File: src/rtl/buffer_reader_if.sv
// Signal bundle between the clk_2 word-buffer read port, the buffer reader and the display side.
// The master modport is the reader; the slave modport is its environment.
interface buffer_reader_if #(
    parameter int CNT_W = 6
);
    logic             en;
    logic             drain;
    logic             buf_empty;
    logic             rd_valid;
    logic [15:0]      rd_data;
    logic             rd_en;
    logic [15:0]      data_out;
    logic             data_out_valid;
    logic             parity;
    logic [CNT_W-1:0] word_count;
    logic             drain_done;
    logic             rd_err;

    modport master (
        input  en, drain, buf_empty, rd_valid, rd_data,
        output rd_en, data_out, data_out_valid, parity, word_count, drain_done, rd_err
    );

    modport slave (
        output en, drain, buf_empty, rd_valid, rd_data,
        input  rd_en, data_out, data_out_valid, parity, word_count, drain_done, rd_err
    );
endinterface

File: src/rtl/buffer_reader.sv
// Read-side consumer of the dual-clock word buffer: pops one word, holds it for the
// display, tracks parity, a consumed-word count, drain completion and read timeouts.
module buffer_reader #(
    parameter int HOLD_CYCLES = 4,
    parameter int TIMEOUT     = 8,
    parameter int CNT_W       = 6
) (
    input  logic              clk,
    input  logic              rst,
    buffer_reader_if.master   bus
);
    localparam logic [1:0] IDLE = 2'd0;
    localparam logic [1:0] REQ  = 2'd1;
    localparam logic [1:0] WAIT = 2'd2;
    localparam logic [1:0] HOLD = 2'd3;

    localparam int HOLD_W = (HOLD_CYCLES > 1) ? $clog2(HOLD_CYCLES) : 1;
    localparam int TO_W   = (TIMEOUT > 1) ? $clog2(TIMEOUT) : 1;
    localparam logic [HOLD_W-1:0] HOLD_LAST = HOLD_W'(HOLD_CYCLES - 1);
    localparam logic [TO_W-1:0]   TO_LAST   = TO_W'(TIMEOUT - 1);

    function automatic logic word_parity(input logic [15:0] word);
        return ^word;
    endfunction

    logic [1:0]        state_r;
    logic [HOLD_W-1:0] hold_cnt_r;
    logic [TO_W-1:0]   tmo_cnt_r;
    logic              rd_en_r;
    logic [15:0]       data_r;
    logic              data_valid_r;
    logic              parity_r;
    logic [CNT_W-1:0]  count_r;
    logic              drain_done_r;
    logic              drain_armed_r;
    logic              rd_err_r;

    // Reader FSM together with every registered output.
    always_ff @(posedge clk) begin
        if (rst) begin
            state_r       <= IDLE;
            hold_cnt_r    <= {HOLD_W{1'b0}};
            tmo_cnt_r     <= {TO_W{1'b0}};
            rd_en_r       <= 1'b0;
            data_r        <= 16'h0000;
            data_valid_r  <= 1'b0;
            parity_r      <= 1'b0;
            count_r       <= {CNT_W{1'b0}};
            drain_done_r  <= 1'b0;
            drain_armed_r <= 1'b1;
            rd_err_r      <= 1'b0;
        end else begin
            rd_en_r      <= 1'b0;
            data_valid_r <= 1'b0;
            drain_done_r <= 1'b0;
            // Dropping drain re-arms the one-shot completion pulse.
            if (!bus.drain) begin
                drain_armed_r <= 1'b1;
            end else begin
                drain_armed_r <= drain_armed_r;
            end
            case (state_r)
                IDLE: begin
                    if ((bus.en || bus.drain) && !bus.buf_empty) begin
                        state_r <= REQ;
                        rd_en_r <= 1'b1;
                    end else if (bus.drain && bus.buf_empty && drain_armed_r) begin
                        drain_done_r  <= 1'b1;
                        drain_armed_r <= 1'b0;
                    end else begin
                        state_r <= IDLE;
                    end
                end
                REQ: begin
                    state_r   <= WAIT;
                    tmo_cnt_r <= {TO_W{1'b0}};
                end
                WAIT: begin
                    if (bus.rd_valid) begin
                        data_r       <= bus.rd_data;
                        parity_r     <= word_parity(bus.rd_data);
                        data_valid_r <= 1'b1;
                        count_r      <= count_r + CNT_W'(1);
                        hold_cnt_r   <= {HOLD_W{1'b0}};
                        // While draining the hold period is skipped entirely.
                        state_r      <= bus.drain ? IDLE : HOLD;
                    end else if (tmo_cnt_r == TO_LAST) begin
                        rd_err_r <= 1'b1;
                        state_r  <= IDLE;
                    end else begin
                        tmo_cnt_r <= tmo_cnt_r + TO_W'(1);
                    end
                end
                HOLD: begin
                    if (bus.drain || (hold_cnt_r == HOLD_LAST)) begin
                        state_r <= IDLE;
                    end else begin
                        hold_cnt_r <= hold_cnt_r + HOLD_W'(1);
                    end
                end
                default: begin
                    state_r <= IDLE;
                end
            endcase
        end
    end

    assign bus.rd_en          = rd_en_r;
    assign bus.data_out       = data_r;
    assign bus.data_out_valid = data_valid_r;
    assign bus.parity         = parity_r;
    assign bus.word_count     = count_r;
    assign bus.drain_done     = drain_done_r;
    assign bus.rd_err         = rd_err_r;
endmodule

File: src/flat_wrapper.sv
// flat-port wrapper written by rule: the top's interface ports become plain ports
module buffer_reader_flat 
#(
    parameter int HOLD_CYCLES = 4,
    parameter int TIMEOUT     = 8,
    parameter int CNT_W       = 6
)
  (clk, rst, bus_en, bus_drain, bus_buf_empty, bus_rd_valid, bus_rd_data, bus_rd_en, bus_data_out, bus_data_out_valid, bus_parity, bus_word_count, bus_drain_done, bus_rd_err);
  buffer_reader_if #(.CNT_W(CNT_W)) bus_i ();
  input  logic clk;
  input  logic rst;
  input wire logic [$bits(bus_i.en)-1:0] bus_en;
  input wire logic [$bits(bus_i.drain)-1:0] bus_drain;
  input wire logic [$bits(bus_i.buf_empty)-1:0] bus_buf_empty;
  input wire logic [$bits(bus_i.rd_valid)-1:0] bus_rd_valid;
  input wire logic [$bits(bus_i.rd_data)-1:0] bus_rd_data;
  output wire logic [$bits(bus_i.rd_en)-1:0] bus_rd_en;
  output wire logic [$bits(bus_i.data_out)-1:0] bus_data_out;
  output wire logic [$bits(bus_i.data_out_valid)-1:0] bus_data_out_valid;
  output wire logic [$bits(bus_i.parity)-1:0] bus_parity;
  output wire logic [$bits(bus_i.word_count)-1:0] bus_word_count;
  output wire logic [$bits(bus_i.drain_done)-1:0] bus_drain_done;
  output wire logic [$bits(bus_i.rd_err)-1:0] bus_rd_err;
  assign bus_i.en = bus_en;
  assign bus_i.drain = bus_drain;
  assign bus_i.buf_empty = bus_buf_empty;
  assign bus_i.rd_valid = bus_rd_valid;
  assign bus_i.rd_data = bus_rd_data;
  assign bus_rd_en = bus_i.rd_en;
  assign bus_data_out = bus_i.data_out;
  assign bus_data_out_valid = bus_i.data_out_valid;
  assign bus_parity = bus_i.parity;
  assign bus_word_count = bus_i.word_count;
  assign bus_drain_done = bus_i.drain_done;
  assign bus_rd_err = bus_i.rd_err;
  buffer_reader #(.HOLD_CYCLES(HOLD_CYCLES), .TIMEOUT(TIMEOUT), .CNT_W(CNT_W)) u_core (.clk(clk), .rst(rst), .bus(bus_i));
endmodule
File: config.mk
export PLATFORM = sky130hd
export DESIGN_NAME = buffer_reader_flat
export DESIGN_NICKNAME = d
export VERILOG_FILES = /design/src/rtl/buffer_reader_if.sv /design/src/rtl/buffer_reader.sv /design/src/flat_wrapper.sv
export SDC_FILE = /design/constraint.sdc
export NUM_CORES = 1
export LEC_CHECK = 0
export BUFFER_PORTS_ARGS = -buffer_cell sky130_fd_sc_hd__buf_2
export CAP_MARGIN = 20
export CORE_MARGIN = 2
export CORE_UTILIZATION = 30
export DETAILED_ROUTE_END_ITERATION = 16
export SETUP_SLACK_MARGIN = 0.02
export SYNTH_ARGS = -nofsm -noshare
export SYNTH_HDL_FRONTEND = slang
export SYNTH_SLANG_ARGS = --single-unit
File: constraint.sdc
create_clock -name clk -period 4.2 [get_ports clk]
set_clock_uncertainty 0.15 [all_clocks]
set_input_delay 0.84 -clock clk [delete_from_list [all_inputs] [get_ports clk]]
set_output_delay 0.84 -clock clk [all_outputs]
set_load 0.05 [all_outputs]
==> impl_metrics.csv <==
group,metric,value,unit
sta,hold_viol_final,0,
floorplan,die_w,73.9,µm
setup_path,r2r_start,"u_core.state_r[1]",
layout,n_fill_cell,493,
floorplan,coreArea,4720,µm²
sta,tightest_slew,0.848,ns
global_route,gr-total-overflow,0,
sta,rsz0062_at_grt,"false",
logic_synthesis,synth.distinct_cells,27,
place,dp_cells,281,
logic_synthesis,synth_area,1470,µm²
sta,fin_setup_tns,0,ns
place,place_area,1750,µm²
route,wire_per_inst,10.7,µm
clock_network,clockBufferDepth,2,
global_route,grt_pass1_vias,1104,
clock_network,hold_buffers,0,
hold_path,hold_class,"flip-flop to flip-flop",
place,place.gp.congestion,0.704,
logic_synthesis,ys.flop_type,"dfxtp_1",
place,io_buffers,48,
route,vias,1273,
global_route,grt_max_degree,35,
logic_synthesis,synth_warnings,0,
logic_synthesis,ys_ff_latch,35,
sta,relSlewSlack,0.433,
logic_synthesis,ys_seq_area_frac,0.477,
logic_synthesis,async_flop_share,0,
layout,area_growth,26.9,%
power_and_ir_drop,p_leak,0.795,nW
route,drc,0,
setup_path,arrival,2.27,ns
run,cap_viol_max_count,0,
clock_network,cts.clk_slew.worst_paths,0.07,ns
layout,fin_nets,247,
clock_network,cts_resized,0,
floorplan,die-area,5470,µm²
setup_path,rrSetupSlack,2.09,ns
floorplan,std_cell_rows,25,
sta,max_freq,0.439,GHz
setup_path,worstPathRequired,4.19,ns
clock_network,cts_made_buffers,5,
layout,diodes,0,
global_route,grt.total_usage,0.116,
route,viasPerCell,4.40,
clock_network,cts.repair_timing.setup_buffer_count,0,
sta,period_share,0.543,
clock_network,root_buffer,"clkbuf_8",
floorplan,start_util,0.311,
sta,slew_violations,0,
logic_synthesis,syn_nets,201,
route,drt_iter0_markers,35,
clock_network,htreeDepth,2,
power_and_ir_drop,peakVddDrop,219,µV
setup_path,crit_start,"bus_rd_valid",
setup_path,critPathMaxFanout,20,
logic_synthesis,syn_inst,175,
global_route,antenna_found_initial,0,
sta,period_needed,2.28,ns
sta,finalSetupViolCount,0,
hold_path,min_from,"u_core.drain_armed_r",
logic_synthesis,synth-edff-count,0,
floorplan,ios,49,
setup_path,end_kind,"flip-flop",
clock_network,clock_latency,0.29,ns
floorplan,fp.dieH,73.9,µm
clock_network,cts_tree,"yes",
logic_synthesis,syn_avg_cell_area,8.39,µm²
route,drtPass1Iterations,4,
layout,final_cells,289,
setup_path,crit_type,"input port to flip-flop",
layout,drive_gt1_frac,0.261,
global_route,grt_first_pass_wirelength,4.80,mm
place,dp_hpwl,2.13,mm
run_status,status,"completed",
power_and_ir_drop,power,0.000745,W
route,drt.antenna.violating_nets,0,
setup_path,crit_path_start_kind,"input port",
clock_network,cts_sinks,35,
route,drt-total-wl,3.09,mm
power_and_ir_drop,power_density,400,nW/µm²
layout,final_area,1860,µm²
[sequential cells by signal (all words and copies together) (netlist names)]
| name | cells |
|---|---|
| u_core.bus.data_out_valid | 1 |
| u_core.bus.parity | 1 |
| u_core.state_r | 2 |
| u_core.bus.drain_done | 1 |
| u_core.hold_cnt_r | 2 |
| u_core.bus.data_out | 16 |
| u_core.drain_armed_r | 1 |
| u_core.tmo_cnt_r | 3 |
| u_core.bus.rd_en | 1 |
| u_core.bus.word_count | 6 |
| u_core.bus.rd_err | 1 |
[Yosys cell counts (all sizes together) (4+ instances only)]
master | n | area share
a21oi | 21 | 0.072
ha | 4 | 0.034
xnor2 | 14 | 0.084
clkbuf | 5 | 0.014
nand2 | 43 | 0.11
dfxtp | 35 | 0.48
xor2 | 6 | 0.036
nor2 | 18 | 0.046
buf | 4 | 0.015
nand3 | 5 | 0.017
[cell type report]
class	instances	area, µm²	area share
Multi-Input combinational cell	129	717	0.385
Sequential cell	35	701	0.376
Timing Repair Buffer	48	240	0.129
Tap cell	67	83.8	0.0450
Clock buffer	5	68.8	0.0370
Clock inverter	3	43.8	0.0235
Inverter	2	7.51	0.00403
[power breakdown]
part           leakage, nW  internal, W  switching [W]
logic                0.454    0.0000385      0.0000605
registers            0.283     0.000339     0.00000543
clock network       0.0581     0.000177       0.000125
[layer usage]
layer	wire length (µm)	global-route usage	vias up
li1	-	-	661
met1	1520	0.148	567
met2	1320	0.177	40
met3	202	0.0488	5
met4	49	0.0424	0
met5	0	0	-
[final timing paths]
path,depth (start not counted),endpoint
min reg2reg,2,u_core.bus.drain_done
max reg2reg,5,u_core.bus.word_count[4]
min,2,u_core.bus.drain_done
max,6,u_core.bus.word_count[5]
[critical path, cell delays in order]
cell and delay (ns):
buf_2 0.13, nand3b_1 0.59, nor2_1 0.39, nand3_1 0.12, xor2_1 0.15, nor2_1 0.05
[through the flow]
stage	setup WS, ns	utilization	hold slack, ns
2_1_floorplan	2.37	-	0.260
3_3_place_gp	1.65	0.370	0.277
3_5_place_dp	1.58	0.370	0.280
4_1_cts	1.87	0.394	0.300
5_1_grt	1.70	0.394	0.316
6_report	1.92	0.394	0.296
[cells by family after synthesis]
kind of cell,count (synthesis),share of synthesized area
AO/OA/AOI/OAI,29,0.113
flip-flops,35,0.477
multiplexers,1,0.00682
AND/OR/NAND/NOR,75,0.216
adder cells (fa/ha/maj),4,0.0341
XOR/XNOR,20,0.119
buffers and inverters,11,0.0341
[layout by cell type, fill, tap and decap left out, types with 2 or more instances in the layout]
cell type,count
a22oi_1,2
nand3_1,5
ha_1,4
inv_1,2
buf_2,48
xor2_1,6
a21oi_1,21
clkbuf_8,5
o21ai_0,2
nor2_1,18
nand2_1,43
xnor2_1,14
dfxtp_1,35
and2_1,2
nand2b_1,2
(Power assumes the default switching activity.)
